`src/rtl/bp_l15_pkg.sv`:
```
// Shared types for the L1.5 fill engine: D-cache packet layouts, opcodes,
// coherence state and the fill FSM states.
package bp_l15_pkg;

    localparam int unsigned bp_index_width_lp = 6;
    localparam int unsigned bp_way_width_lp   = 3;
    localparam int unsigned bp_tag_width_lp   = 28;
    localparam int unsigned bp_block_width_lp = 512;

    typedef enum logic [1:0] {e_data_mem_write = 2'b01} bp_data_mem_opcode_e;
    typedef enum logic [1:0] {e_tag_mem_set_tag = 2'b01} bp_tag_mem_opcode_e;
    typedef enum logic [1:0] {e_stat_mem_set_clear = 2'b01} bp_stat_mem_opcode_e;
    typedef enum logic [2:0] {e_coh_exclusive = 3'b010} bp_coh_state_e;

    typedef enum logic [1:0] {e_ready, e_data, e_tag, e_stat} bp_fill_state_e;

    typedef struct packed {
        logic [1:0]                   opcode;
        logic [bp_index_width_lp-1:0] index;
        logic [bp_way_width_lp-1:0]   way;
        logic [bp_block_width_lp-1:0] data;
    } bp_data_mem_pkt_s;

    typedef struct packed {
        logic [1:0]                   opcode;
        logic [bp_index_width_lp-1:0] index;
        logic [bp_way_width_lp-1:0]   way;
        logic [2:0]                   state;
        logic [bp_tag_width_lp-1:0]   tag;
    } bp_tag_mem_pkt_s;

    typedef struct packed {
        logic [1:0]                   opcode;
        logic [bp_index_width_lp-1:0] index;
        logic [bp_way_width_lp-1:0]   way;
    } bp_stat_mem_pkt_s;

endpackage

```
`src/rtl/bp_l15_fill_engine.sv`:
```
// Writes one assembled miss line into the D-cache as data, tag, then stat
// packets, and pulses fill_done_o once the stat packet is consumed.
module bp_l15_fill_engine
    import bp_l15_pkg::*;
#(
    parameter int paddr_width_p = 40,
    parameter int sets_p        = 64,
    parameter int ways_p        = 8,
    parameter int block_width_p = 512
) (
    input  logic                       clk_i,
    input  logic                       reset_n_i,
    input  logic                       fill_v_i,
    input  logic [paddr_width_p-1:0]   fill_addr_i,
    input  logic [$clog2(ways_p)-1:0]  fill_way_i,
    input  logic [block_width_p-1:0]   fill_data_i,
    output logic                       fill_yumi_o,
    output bp_data_mem_pkt_s           data_mem_pkt_o,
    output logic                       data_mem_pkt_v_o,
    input  logic                       data_mem_pkt_yumi_i,
    output bp_tag_mem_pkt_s            tag_mem_pkt_o,
    output logic                       tag_mem_pkt_v_o,
    input  logic                       tag_mem_pkt_yumi_i,
    output bp_stat_mem_pkt_s           stat_mem_pkt_o,
    output logic                       stat_mem_pkt_v_o,
    input  logic                       stat_mem_pkt_yumi_i,
    output logic                       busy_o,
    output logic                       fill_done_o
);

    localparam int offset_width_lp = $clog2(block_width_p/8);
    localparam int index_width_lp  = $clog2(sets_p);
    localparam int way_width_lp    = $clog2(ways_p);
    localparam int tag_width_lp    = paddr_width_p - index_width_lp - offset_width_lp;

    bp_fill_state_e              state_r, state_n;
    logic [index_width_lp-1:0]   index_r;
    logic [tag_width_lp-1:0]     tag_r;
    logic [way_width_lp-1:0]     way_r;
    logic [block_width_p-1:0]    data_r;
    logic                        done_r;

    // Byte offset within the line plays no part in a whole-line fill.
    logic unused_offset_bits;
    assign unused_offset_bits = ^fill_addr_i[offset_width_lp-1:0];

    always_ff @(posedge clk_i or negedge reset_n_i) begin
        if (!reset_n_i) begin
            state_r <= e_ready;
            index_r <= '0;
            tag_r   <= '0;
            way_r   <= '0;
            data_r  <= '0;
            done_r  <= 1'b0;
        end else begin
            state_r <= state_n;
            done_r  <= stat_mem_pkt_v_o & stat_mem_pkt_yumi_i;
            if (fill_yumi_o) begin
                index_r <= fill_addr_i[offset_width_lp +: index_width_lp];
                tag_r   <= fill_addr_i[paddr_width_p-1 -: tag_width_lp];
                way_r   <= fill_way_i;
                data_r  <= fill_data_i;
            end
        end
    end

    always_comb begin
        state_n          = state_r;
        fill_yumi_o      = 1'b0;
        data_mem_pkt_v_o = 1'b0;
        tag_mem_pkt_v_o  = 1'b0;
        stat_mem_pkt_v_o = 1'b0;
        unique case (state_r)
            e_ready: begin
                fill_yumi_o = fill_v_i;
                if (fill_v_i) state_n = e_data;
            end
            e_data: begin
                data_mem_pkt_v_o = 1'b1;
                if (data_mem_pkt_yumi_i) state_n = e_tag;
            end
            e_tag: begin
                tag_mem_pkt_v_o = 1'b1;
                if (tag_mem_pkt_yumi_i) state_n = e_stat;
            end
            e_stat: begin
                stat_mem_pkt_v_o = 1'b1;
                if (stat_mem_pkt_yumi_i) state_n = e_ready;
            end
            default: state_n = e_ready;
        endcase
    end

    // Packets are driven to zero whenever their valid is low.
    always_comb begin
        data_mem_pkt_o = '0;
        tag_mem_pkt_o  = '0;
        stat_mem_pkt_o = '0;
        if (data_mem_pkt_v_o) begin
            data_mem_pkt_o.opcode = e_data_mem_write;
            data_mem_pkt_o.index  = index_r;
            data_mem_pkt_o.way    = way_r;
            data_mem_pkt_o.data   = data_r;
        end
        if (tag_mem_pkt_v_o) begin
            tag_mem_pkt_o.opcode = e_tag_mem_set_tag;
            tag_mem_pkt_o.index  = index_r;
            tag_mem_pkt_o.way    = way_r;
            tag_mem_pkt_o.state  = e_coh_exclusive;
            tag_mem_pkt_o.tag    = tag_r;
        end
        if (stat_mem_pkt_v_o) begin
            stat_mem_pkt_o.opcode = e_stat_mem_set_clear;
            stat_mem_pkt_o.index  = index_r;
            stat_mem_pkt_o.way    = way_r;
        end
    end

    assign busy_o      = (state_r != e_ready);
    assign fill_done_o = done_r;

endmodule

```
`config.mk`:
```
export PLATFORM = sky130hd
export DESIGN_NAME = bp_l15_fill_engine
export DESIGN_NICKNAME = d
export VERILOG_FILES = /design/src/rtl/bp_l15_pkg.sv /design/src/rtl/bp_l15_fill_engine.sv
export SDC_FILE = /design/constraint.sdc
export NUM_CORES = 1
export LEC_CHECK = 0
export CAP_MARGIN = 40
export CORE_AREA = 2 2 446 448
export DETAILED_ROUTE_END_ITERATION = 16
export DIE_AREA = 0 0 448 450
export GPL_ROUTABILITY_DRIVEN = 0
export REMOVE_ABC_BUFFERS = 1
export SETUP_SLACK_MARGIN = 0.5
export SLEW_MARGIN = 0
export SYNTH_ARGS = -nofsm -noshare
export SYNTH_HDL_FRONTEND = slang
export SYNTH_SLANG_ARGS = --single-unit
export TNS_END_PERCENT = 20
```
`constraint.sdc`:
```
create_clock -name clk_i -period 2.28 [get_ports clk_i]
set_input_delay 0.228 -clock clk_i [delete_from_list [all_inputs] [get_ports clk_i]]
set_output_delay 0.228 -clock clk_i [all_outputs]
set_load 0.02 [all_outputs]
```
==> impl_metrics.csv, run 1 <==
group,metric,value,unit
synth,synth.area.top_cells,"dfrtp_1 51%, mux2_4 28%, and2_1 13%",
setup_path,critPathCaptureType,"output port",
die,die_h,450,um
cells_and_area,layout.cells.most_common,"clkdlybuf4s50_1",
timing,layout_min_cycle_time,2.57,ns
timing,grt_setup_unrepaired,"yes",
synth,yosysTopAreaCellShare,51.1,%
timing,drv_slew,0,
setup_path,rrSetupSlack,0.18,ns
cells_and_area,fin_area,45100,um^2
setup_path,cpPeakStageDelay,0.39,ns
detailed_routing,drc,0,
pwr,pwr-share-clk,18.4,%
cells_and_area,mostFrequentLayoutCells,"567 x clkdlybuf4s50_1, 552 x dfrtp_1, 499 x mux2_4",
pwr,seqPwrFrac,29.2,%
global_route,busiest_layer,"met2",
setup_path,crit_top_cell,"buf_16",
setup_path,crit_chain,"inv_2, ha_4, buf_16, buf_16, and2_1, buf_12",
global_route,met2_usage,20.5,%
detailed_routing,firstDrtPassIters,5,
synth,yosysTopAreaCell,"dfrtp_1",
global_route,first_global_vias,20212,
timing,finalHoldViolCount,0,
global_route,antenna_found_initial,86,
cells_and_area,fillers,20982,
place,port_buffers,1131,
cts,cts_root_buf,"clkbuf_16",
global_route,grt_pass1_wl,180000,um
die,die_w,448,um
cts,clk_pin_slew,0.06,ns
setup_path,crit_slowest_cell,"dfrtp_1",
timing,slew_headroom,62.5,%
pwr,p_comb_share,52.4,%
global_route,grt_use_met1,16.5,%
pwr,intPower,40.7,mW
timing,setup_ws,-0.291,ns
synth,synth_area,27000,um^2
synth,synthSimpleGateAreaFrac,13.3,%
pwr,ir_drop,0.578,mV
place,hpwl,111000,um
status,violations,"negative setup slack",
synth,synthXorXnorAreaFrac,0,%
cts,cts_made_buffers,71,
setup_path,cp.required,2.05,ns
pwr,p_sw,23.5,mW
hold_path,hold_class,"in2async",
detailed_routing,drtIter0Drc,1211,
run,drv_cap,0,
cells_and_area,final_nets,3623,
timing,worst_pin_slew,0.562,ns
timing,period_share,113,%
synth,ys_types,18,
synth,synth_compound_area_share,0.0417,%
timing,finClkSkew,0.0277,ns
die,num_rows,163,
global_route,overflow,0,
detailed_routing,final_antenna_net_count,0,
setup_path,critPathLaunch,"state_r[1]",
cts,htreeDepth,3,
synth,synthMuxAreaShare,29.9,%
cells_and_area,area_growth,67.1,%
setup_path,cp-start-kind,"flop",
die,initial_core_util,13.7,%
detailed_routing,routed-via-count,19606,
synth,synthAdderAreaFrac,0.232,%
cts,cts_max_path_buffers,3,
synth,yosysWarnings,0,
place,placed_area,42400,um^2
global_route,gr-usage-met3,5.15,%
pwr,finalPower,64.3,mW
die,ios,1143,
timing,max_clock_freq,0.389,GHz
synth,ys_seq_elements,552,
cts,cts_num_sinks,552,
setup_path,worstPathArrival,2.34,ns
timing,finalSetupViolations,531,
detailed_routing,wl_per_cell,23.7,um
status,status,"finished with violations",
cts,cts_tree,"done",
global_route,grt_max_degree,89,
detailed_routing,vias_per_cell,3.40,
synth,syn_area_per_cell,14.8,um^2
cts,clk_latency,0.68,ns
synth,synthCells,1819,
setup_path,r2r_cells,6,
detailed_routing,drt-total-wl,137000,um
setup_path,rr_startpoint,"state_r[0]",
die,core-area,197000,um^2
setup_path,cp_max_fo,45,
synth,ys_seq_area_share,51.1,%
setup_path,crit_type,"reg2out",
die,dieArea,202000,um^2
pwr,power_density,1420,nW/um^2
global_route,track_usage,13.1,%
synth,synth_top_family_by_area,"multiplexers",
cells_and_area,drive_gt1_share,42.6,%
pwr,leakage,20.3,nW
pwr,switching_share,36.6,%
setup_path,worst_r2r_endpoint,"data_r[178]",
-- power by group through the flow --
stage	registers (mW)	logic, mW	clock network [mW]
global route	19.3	35.3	12.6
global placement	18.6	32.9	0
detailed placement	18.7	33.2	0
floorplan	16.6	15.9	0
finish	18.8	33.7	11.8
CTS	18.6	33.1	12.2
-- area by class of cell --
cell class / instances / area, um^2 / share of cell area [%]
multi-input cells: 1135 / 12000 / 26.6
clock buffers: 99 / 2020 / 4.48
flip-flops and latches: 552 / 13800 / 30.6
well taps: 2640 / 3300 / 7.32
repair buffers: 1294 / 13600 / 30.0
clock inverters: 26 / 379 / 0.840
diodes: 16 / 40.0 / 0.0887
inverters: 3 / 11.3 / 0.0249
-- kinds of logic (layout without fill, tap and decap cells) --
logic type,count (synthesis),in the layout
fa+ha+maj,5,5
other cells,1,21
buf+inv,136,1422
flops,552,552
mux,551,551
compound gates,1,1
simple gates,573,573
-- through the flow --
step / worst slack, ns / TNS, ns / instances / util [%] / hold slack, ns
detailed placement: 0.00748 / 0 / 5589 / 21.6 / 0.216
finish: -0.291 / -77.14 / 5765 / 23.0 / 0.122
global placement: -0.0195 / -0.0195 / 5589 / 21.6 / 0.237
floorplan: -4.98 / -5155.37 / 1690 / - / -0.0676
global route: -0.374 / -145.09 / 5750 / 22.9 / 0.0909
CTS: -0.421 / -161.35 / 5731 / 22.9 / 0.0475
-- synth_stat cells --
master    number
buf_2         10
inv_1          3
buf_6          1
and2_1       568
clkbuf_1      58
o2111a_1       1
buf_12        55
mux2_2        50
nand2b_1       3
and2_4         1
dfrtp_1      552
mux2_1         1
ha_1           5
buf_4          9
mux2_4       499
nor2_1         1
mux2i_1        1
conb_1         1
-- worst max path at each step --
stage                          end  slack, ns
3_3_place_gp   data_mem_pkt_o[284]      -0.02
6_report       data_mem_pkt_o[328]      -0.29
3_5_place_dp   data_mem_pkt_o[284]      0.007
2_1_floorplan            data_r[0]      -4.98
5_1_grt        data_mem_pkt_o[499]      -0.37
4_1_cts        data_mem_pkt_o[324]      -0.42
-- sequential cells by signal (all words and copies together), names as in the netlist --
register / count
data_r: 512
fill_done_o: 1
index_r: 6
state_r: 2
tag_r: 28
way_r: 3
-- worst max-delay path: cells and delay by family (launching register included) --
kind | cells | cell delay [ns]
AND/OR/NAND/NOR | 1 | 0.38
flip-flops | 1 | 0.39
adder cells (fa/ha/maj) | 1 | 0.19
buffers and inverters | 4 | 0.67
-- layer usage --
| layer | share of wire [%] | vias up |
|---|---|---|
| met1 | 42 | 9986 |
| met2 | 46 | 833 |
| met5 | 0.26 | - |
| met3 | 9.9 | 204 |
| met4 | 2.4 | 58 |
| li1 | - | 8525 |
-- timing repair --
action	4_1_cts	5_1_grt
pin swaps	0	0
cloned	6	6
endpoints found under the hold margin	237	0
buffers inserted	10	12
endpoints found under the setup margin	1108	1109
hold buffers	1	0
gates resized for setup	942	549
No activity file was read; power rests on OpenSTA's default activity.
==> run 2, diff against run 1 <==
--- a/config.mk
+++ b/config.mk
@@ -6,9 +6,9 @@
 export NUM_CORES = 1
 export LEC_CHECK = 0
 export CAP_MARGIN = 40
-export CORE_AREA = 2 2 446 448
+export CORE_AREA = 2 2 449 451
 export DETAILED_ROUTE_END_ITERATION = 16
-export DIE_AREA = 0 0 448 450
+export DIE_AREA = 0 0 451 453
 export GPL_ROUTABILITY_DRIVEN = 0
 export REMOVE_ABC_BUFFERS = 1
 export SETUP_SLACK_MARGIN = 0.5
==> impl_metrics.csv, run 2 (synthesized netlist as in run 1, its figures left out) <==
group,metric,value,unit
global_route,met2_usage,20.5,%
cells_and_area,layout.cells.most_common,"clkdlybuf4s50_1",
timing,finalHoldViolCount,0,
setup_path,cp.required,2.05,ns
timing,setup_tns,-117.65,ns
cells_and_area,largest-register,"data_r",
global_route,antenna_found_initial,97,
die,core-area,199000,um^2
cts,cts_num_sinks,552,
detailed_routing,drc,0,
hold_path,hp-start,"fill_data_i[106]",
global_route,overflow,0,
cts,cts_root_buf,"clkbuf_16",
cells_and_area,fin_area,45600,um^2
cts,cts_tree,"done",
die,ios,1143,
global_route,grt_pass1_wl,187000,um
global_route,first_global_vias,20303,
cts,clk_pin_slew,0.06,ns
timing,period_share,116,%
detailed_routing,vias_per_cell,3.44,
timing,grt_setup_unrepaired,"yes",
place,port_buffers,1131,
timing,finalSetupViolations,513,
cts,htreeDepth,3,
cells_and_area,largest_reg_flops,512,
setup_path,crit_type,"reg2out",
place,hpwl,115000,um
status,status,"finished with violations",
setup_path,critPathLaunch,"state_r[1]",
global_route,track_usage,13.4,%
global_route,busiest_layer,"met2",
cts,clk_latency,0.70,ns
die,dieArea,204000,um^2
hold_path,hold_depth,2,
detailed_routing,final_antenna_net_count,0,
run,drv_cap,0,
detailed_routing,drtIter0Drc,1303,
die,die_w,451,um
global_route,grt_max_degree,76,
setup_path,rr_startpoint,"state_r[1]",
pwr,leakage,20.2,nW
timing,layout_min_cycle_time,2.64,ns
setup_path,cp_max_fo,26,
die,initial_core_util,13.6,%
place,dp_cells,5578,
timing,drv_slew,0,
hold_path,hold_class,"in2reg",
detailed_routing,drt-total-wl,143000,um
timing,setup_ws,-0.363,ns
detailed_routing,firstDrtPassIters,5,
timing,max_clock_freq,0.378,GHz
pwr,power_density,1450,nW/um^2
setup_path,worstPathArrival,2.42,ns
cells_and_area,top_regs,"data_r: 512 flops, tag_r: 28 flops, index_r: 6 flops",
cells_and_area,area_growth,68.6,%
setup_path,cp-start-kind,"flop",
detailed_routing,wl_per_cell,24.7,um
setup_path,critPathCaptureType,"output port",
die,num_rows,164,
cts,cts_made_buffers,72,
cells_and_area,mostFrequentLayoutCells,"602 x clkdlybuf4s50_1, 552 x dfrtp_1, 505 x and2_1",
timing,finClkSkew,0.0278,ns
status,violations,"negative setup slack",
cells_and_area,drive_gt1_share,42.1,%
cells_and_area,final_nets,3616,
cells_and_area,layoutNonFillerInstCount,5781,
cts,cts_max_path_buffers,3,
setup_path,r2r_cells,8,
die,die_h,453,um
global_route,grt_use_met1,17.5,%
pwr,ir_drop,0.641,mV
detailed_routing,routed-via-count,19873,
place,placed_area,42300,um^2
global_route,gr-usage-met3,5.00,%
[run 2: cell count changes in the layout (fill, tap and decap cells not counted), sizes merged, moves of 2 or more]
cell           before  now
dlygate4sd2       158  107
inv                10    7
clkbuf            190  172
dlygate4sd3         1    3
buf               436  463
diode              16   20
clkdlybuf4s15      36   34
clkdlybuf4s50     567  602
clkinv              8   14
bufinv              7   10
[run 2: repair_timing]
item                                    in CTS  in global routing
endpoints found under the setup margin    1113               1132
gates cloned                                11                  8
setup buffers                               19                 13
gates resized for setup                    717                589
hold endpoints to repair                   362                  0
hold buffers                                 3                  0
[run 2: critical path: stages, from the launching register on]
cell             delay (ns)
dfrtp_1                0.38
inv_2                  0.08
ha_4                   0.22
buf_6                  0.24
and2_1                 0.19
clkdlybuf4s50_1        0.61
[run 2: final cells by class]
class | instances | area [um^2]
tap | 2656 | 3320
multi-input combinational | 1135 | 11900
sequential | 552 | 13800
antenna | 20 | 50.0
fill | 21071 | 154000
timing repair buffer | 1286 | 13800
clock inverter | 31 | 568
clock buffer | 98 | 2070
inverter | 3 | 11.3
[run 2: worst paths after layout]
| check | endpoint | slack [ns] |
|---|---|---|
| worst max-delay path | data_mem_pkt_o[391] | -0.36 |
| worst max register to register | data_r[410] | 0.12 |
| min in group asynchronous | data_r[167] | 0.63 |
| worst min-delay path | data_r[106] | 0.14 |
| max in group asynchronous | data_r[157] | 0.52 |
| worst min register to register | data_r[374] | 0.50 |
[run 2: metal layers]
layer  vias up  part of all wire [%]
met5         -                  0.36
met4        82                   2.6
met3       240                   9.4
met2       870                    45
met1     10130                    43
li1       8551                     -
[run 2: power breakdown]
part	switching [mW]	leakage (nW)	internal, mW
logic	15.0	12.4	19.2
clock network	5.13	1.28	7.60
registers	4.03	6.53	14.9
[run 2: metrics by stage]
step                      power, mW  setup slack (ns)  hold WS [ns]  util (%)
final                          65.8            -0.363         0.138      22.9
after global routing           68.6            -0.529        0.0609      22.8
after CTS                      65.3            -0.518        0.0291      22.7
after detailed placement       51.6            0.0486         0.198      21.2
after global placement         51.3            0.0549         0.195      21.2
after floorplan                32.5             -4.98       -0.0676         -
==> run 3, diff against run 2 <==
--- a/config.mk
+++ b/config.mk
@@ -6,10 +6,13 @@
 export NUM_CORES = 1
 export LEC_CHECK = 0
 export CAP_MARGIN = 40
-export CORE_AREA = 2 2 449 451
+export CELL_PAD_IN_SITES_DETAIL_PLACEMENT = 1
+export CELL_PAD_IN_SITES_GLOBAL_PLACEMENT = 2
+export CORE_AREA = 2 2 446 448
 export DETAILED_ROUTE_END_ITERATION = 16
-export DIE_AREA = 0 0 451 453
+export DIE_AREA = 0 0 448 450
 export GPL_ROUTABILITY_DRIVEN = 0
+export PLACE_DENSITY_LB_ADDON = 0.1
 export REMOVE_ABC_BUFFERS = 1
 export SETUP_SLACK_MARGIN = 0.5
 export SLEW_MARGIN = 0
==> impl_metrics.csv, run 3 (synthesized netlist as in run 1, its figures left out) <==
group,metric,value,unit
die,initial_core_util,13.7,%
cells_and_area,largest_reg_flops,512,
setup_path,crit_slowest_cell,"dfrtp_2",
detailed_routing,vias_per_cell,3.32,
setup_path,cp_top_family,"buffers and inverters",
cells_and_area,fin_area,45300,um^2
cells_and_area,drive_gt1_share,43.9,%
place,dp_slack,-0.0934,ns
cts,cts_tree,"done",
detailed_routing,drtIter0Drc,529,
detailed_routing,wl_per_cell,23.6,um
setup_path,crit_chain,"ha_4, buf_12, buf_16, buf_12, buf_16, buf_12, and2_1, buf_6",
setup_path,crit_buf_inv,6,
cts,cts_num_sinks,552,
timing,setup_ws,-0.260,ns
cts,cts_made_buffers,82,
global_route,first_global_vias,22072,
detailed_routing,wl_met2,75400,um
die,ios,1143,
setup_path,cp-start-kind,"flop",
cells_and_area,top_regs,"data_r: 512 flops, tag_r: 28 flops, index_r: 6 flops",
timing,drv_slew,0,
cells_and_area,layout.cells.most_common,"clkdlybuf4s50_1",
pwr,power_density,1430,nW/um^2
setup_path,cpPeakStageDelay,0.43,ns
timing,setup_tns,-65.98,ns
setup_path,cp.required,2.05,ns
detailed_routing,wl_met3,9390,um
place,placed_area,42200,um^2
cts,htreeDepth,3,
place,hpwl,104000,um
place,port_buffers,1131,
timing,worst_pin_slew,0.581,ns
timing,finClkSkew,0.0228,ns
cells_and_area,final_nets,3642,
cts,cts_root_buf,"clkbuf_16",
setup_path,cp_max_fo,8,
detailed_routing,dr.max_layer_used,"met5",
global_route,antenna_found_initial,47,
detailed_routing,drt-total-wl,137000,um
detailed_routing,wl_met1,49000,um
detailed_routing,drc,0,
setup_path,crit_type,"reg2out",
hold_path,hold_class,"in2reg",
global_route,track_usage,12.9,%
timing,finalHoldViolCount,0,
cells_and_area,largest-register,"data_r",
setup_path,crit_top_cell,"buf_12",
status,status,"finished with violations",
die,core-area,197000,um^2
detailed_routing,firstDrtPassIters,4,
cts,clk_latency,0.69,ns
detailed_routing,final_antenna_net_count,0,
timing,grt_setup_unrepaired,"yes",
detailed_routing,routed-via-count,19211,
setup_path,worstPathArrival,2.31,ns
setup_path,critPathCaptureType,"output port",
pwr,ir_drop,0.505,mV
cells_and_area,area_growth,67.9,%
cells_and_area,mostFrequentLayoutCells,"557 x clkdlybuf4s50_1, 551 x dfrtp_1, 499 x mux2_4",
die,dieArea,202000,um^2
pwr,finalPower,64.8,mW
cts,cts_max_path_buffers,3,
global_route,grt_max_degree,87,
run,drv_cap,0,
die,die_h,450,um
global_route,overflow,0,
timing,layout_min_cycle_time,2.54,ns
cts,clk_pin_slew,0.06,ns
die,num_rows,163,
pwr,leakage,20.3,nW
die,die_w,448,um
timing,max_clock_freq,0.394,GHz
timing,period_share,111,%
timing,whs,0.153,ns
timing,finalSetupViolations,535,
global_route,grt_pass1_wl,183000,um
timing,slew_headroom,61.2,%
status,violations,"negative setup slack",
-- run 3: cell types whose count changed in the layout (fill, tap and decap cells not counted), sizes merged, moves of 2 or more --
cell and change:
clkbuf +61, clkdlybuf4s50 -45, clkdlybuf4s15 +33, bufinv -8, diode -5, buf -4
inv -4, clkinvlp -3, clkinv +2, dlygate4sd2 -2, dlygate4sd3 -2
-- run 3: layout make-up --
class / count / area, um^2
Timing Repair Buffer: 1302 / 13500
Clock buffer: 123 / 2430
Tap cell: 2640 / 3300
Inverter: 3 / 11.3
Sequential cell: 552 / 13800
Antenna cell: 15 / 37.5
Clock inverter: 18 / 151
Multi-Input combinational cell: 1135 / 12100
Fill cell: 21833 / 151000
-- run 3: where the power goes --
group	switching, mW	total (mW)	internal, mW
sequential	2.98	17.9	14.9
combinational	15.2	34.3	19.0
clock	5.09	12.6	7.52
total	23.3	64.8	41.4
-- run 3: final timing paths --
path                           startpoint  cells past startpoint                  end  slack, ns
max in group asynchronous       reset_n_i                      3          data_r[142]       1.34
setup reg to reg               state_r[0]                      6           data_r[18]       0.19
setup / recovery               state_r[0]                      8  data_mem_pkt_o[430]      -0.26
hold / removal             fill_data_i[4]                      2            data_r[4]       0.15
hold reg to reg                 tag_r[25]                      1            tag_r[25]       0.50
min in group asynchronous       reset_n_i                      3          data_r[112]       0.28
-- run 3: what timing repair did --
action	CTS	global route
hold buffers	2	0
buffers inserted	4	24
pin swaps	0	2
gates cloned	3	18
setup endpoints to repair	1122	1122
resized for setup	786	936
endpoints found under the hold margin	353	0
-- run 3: per-layer routing --
metal  global-route usage [%]  vias to the layer above
met1                     13.2                     9868
met4                     2.50                       36
met2                     24.9                      572
met3                     4.49                      184
met5                        0                        -
li1                         -                     8551
-- run 3: metrics by stage --
step / cells / utilization (%)
2_1_floorplan: 1690 / -
3_3_place_gp: 5581 / 21.4
3_5_place_dp: 5581 / 21.4
4_1_cts: 5731 / 22.8
5_1_grt: 5776 / 23.1
6_report: 5788 / 23.1
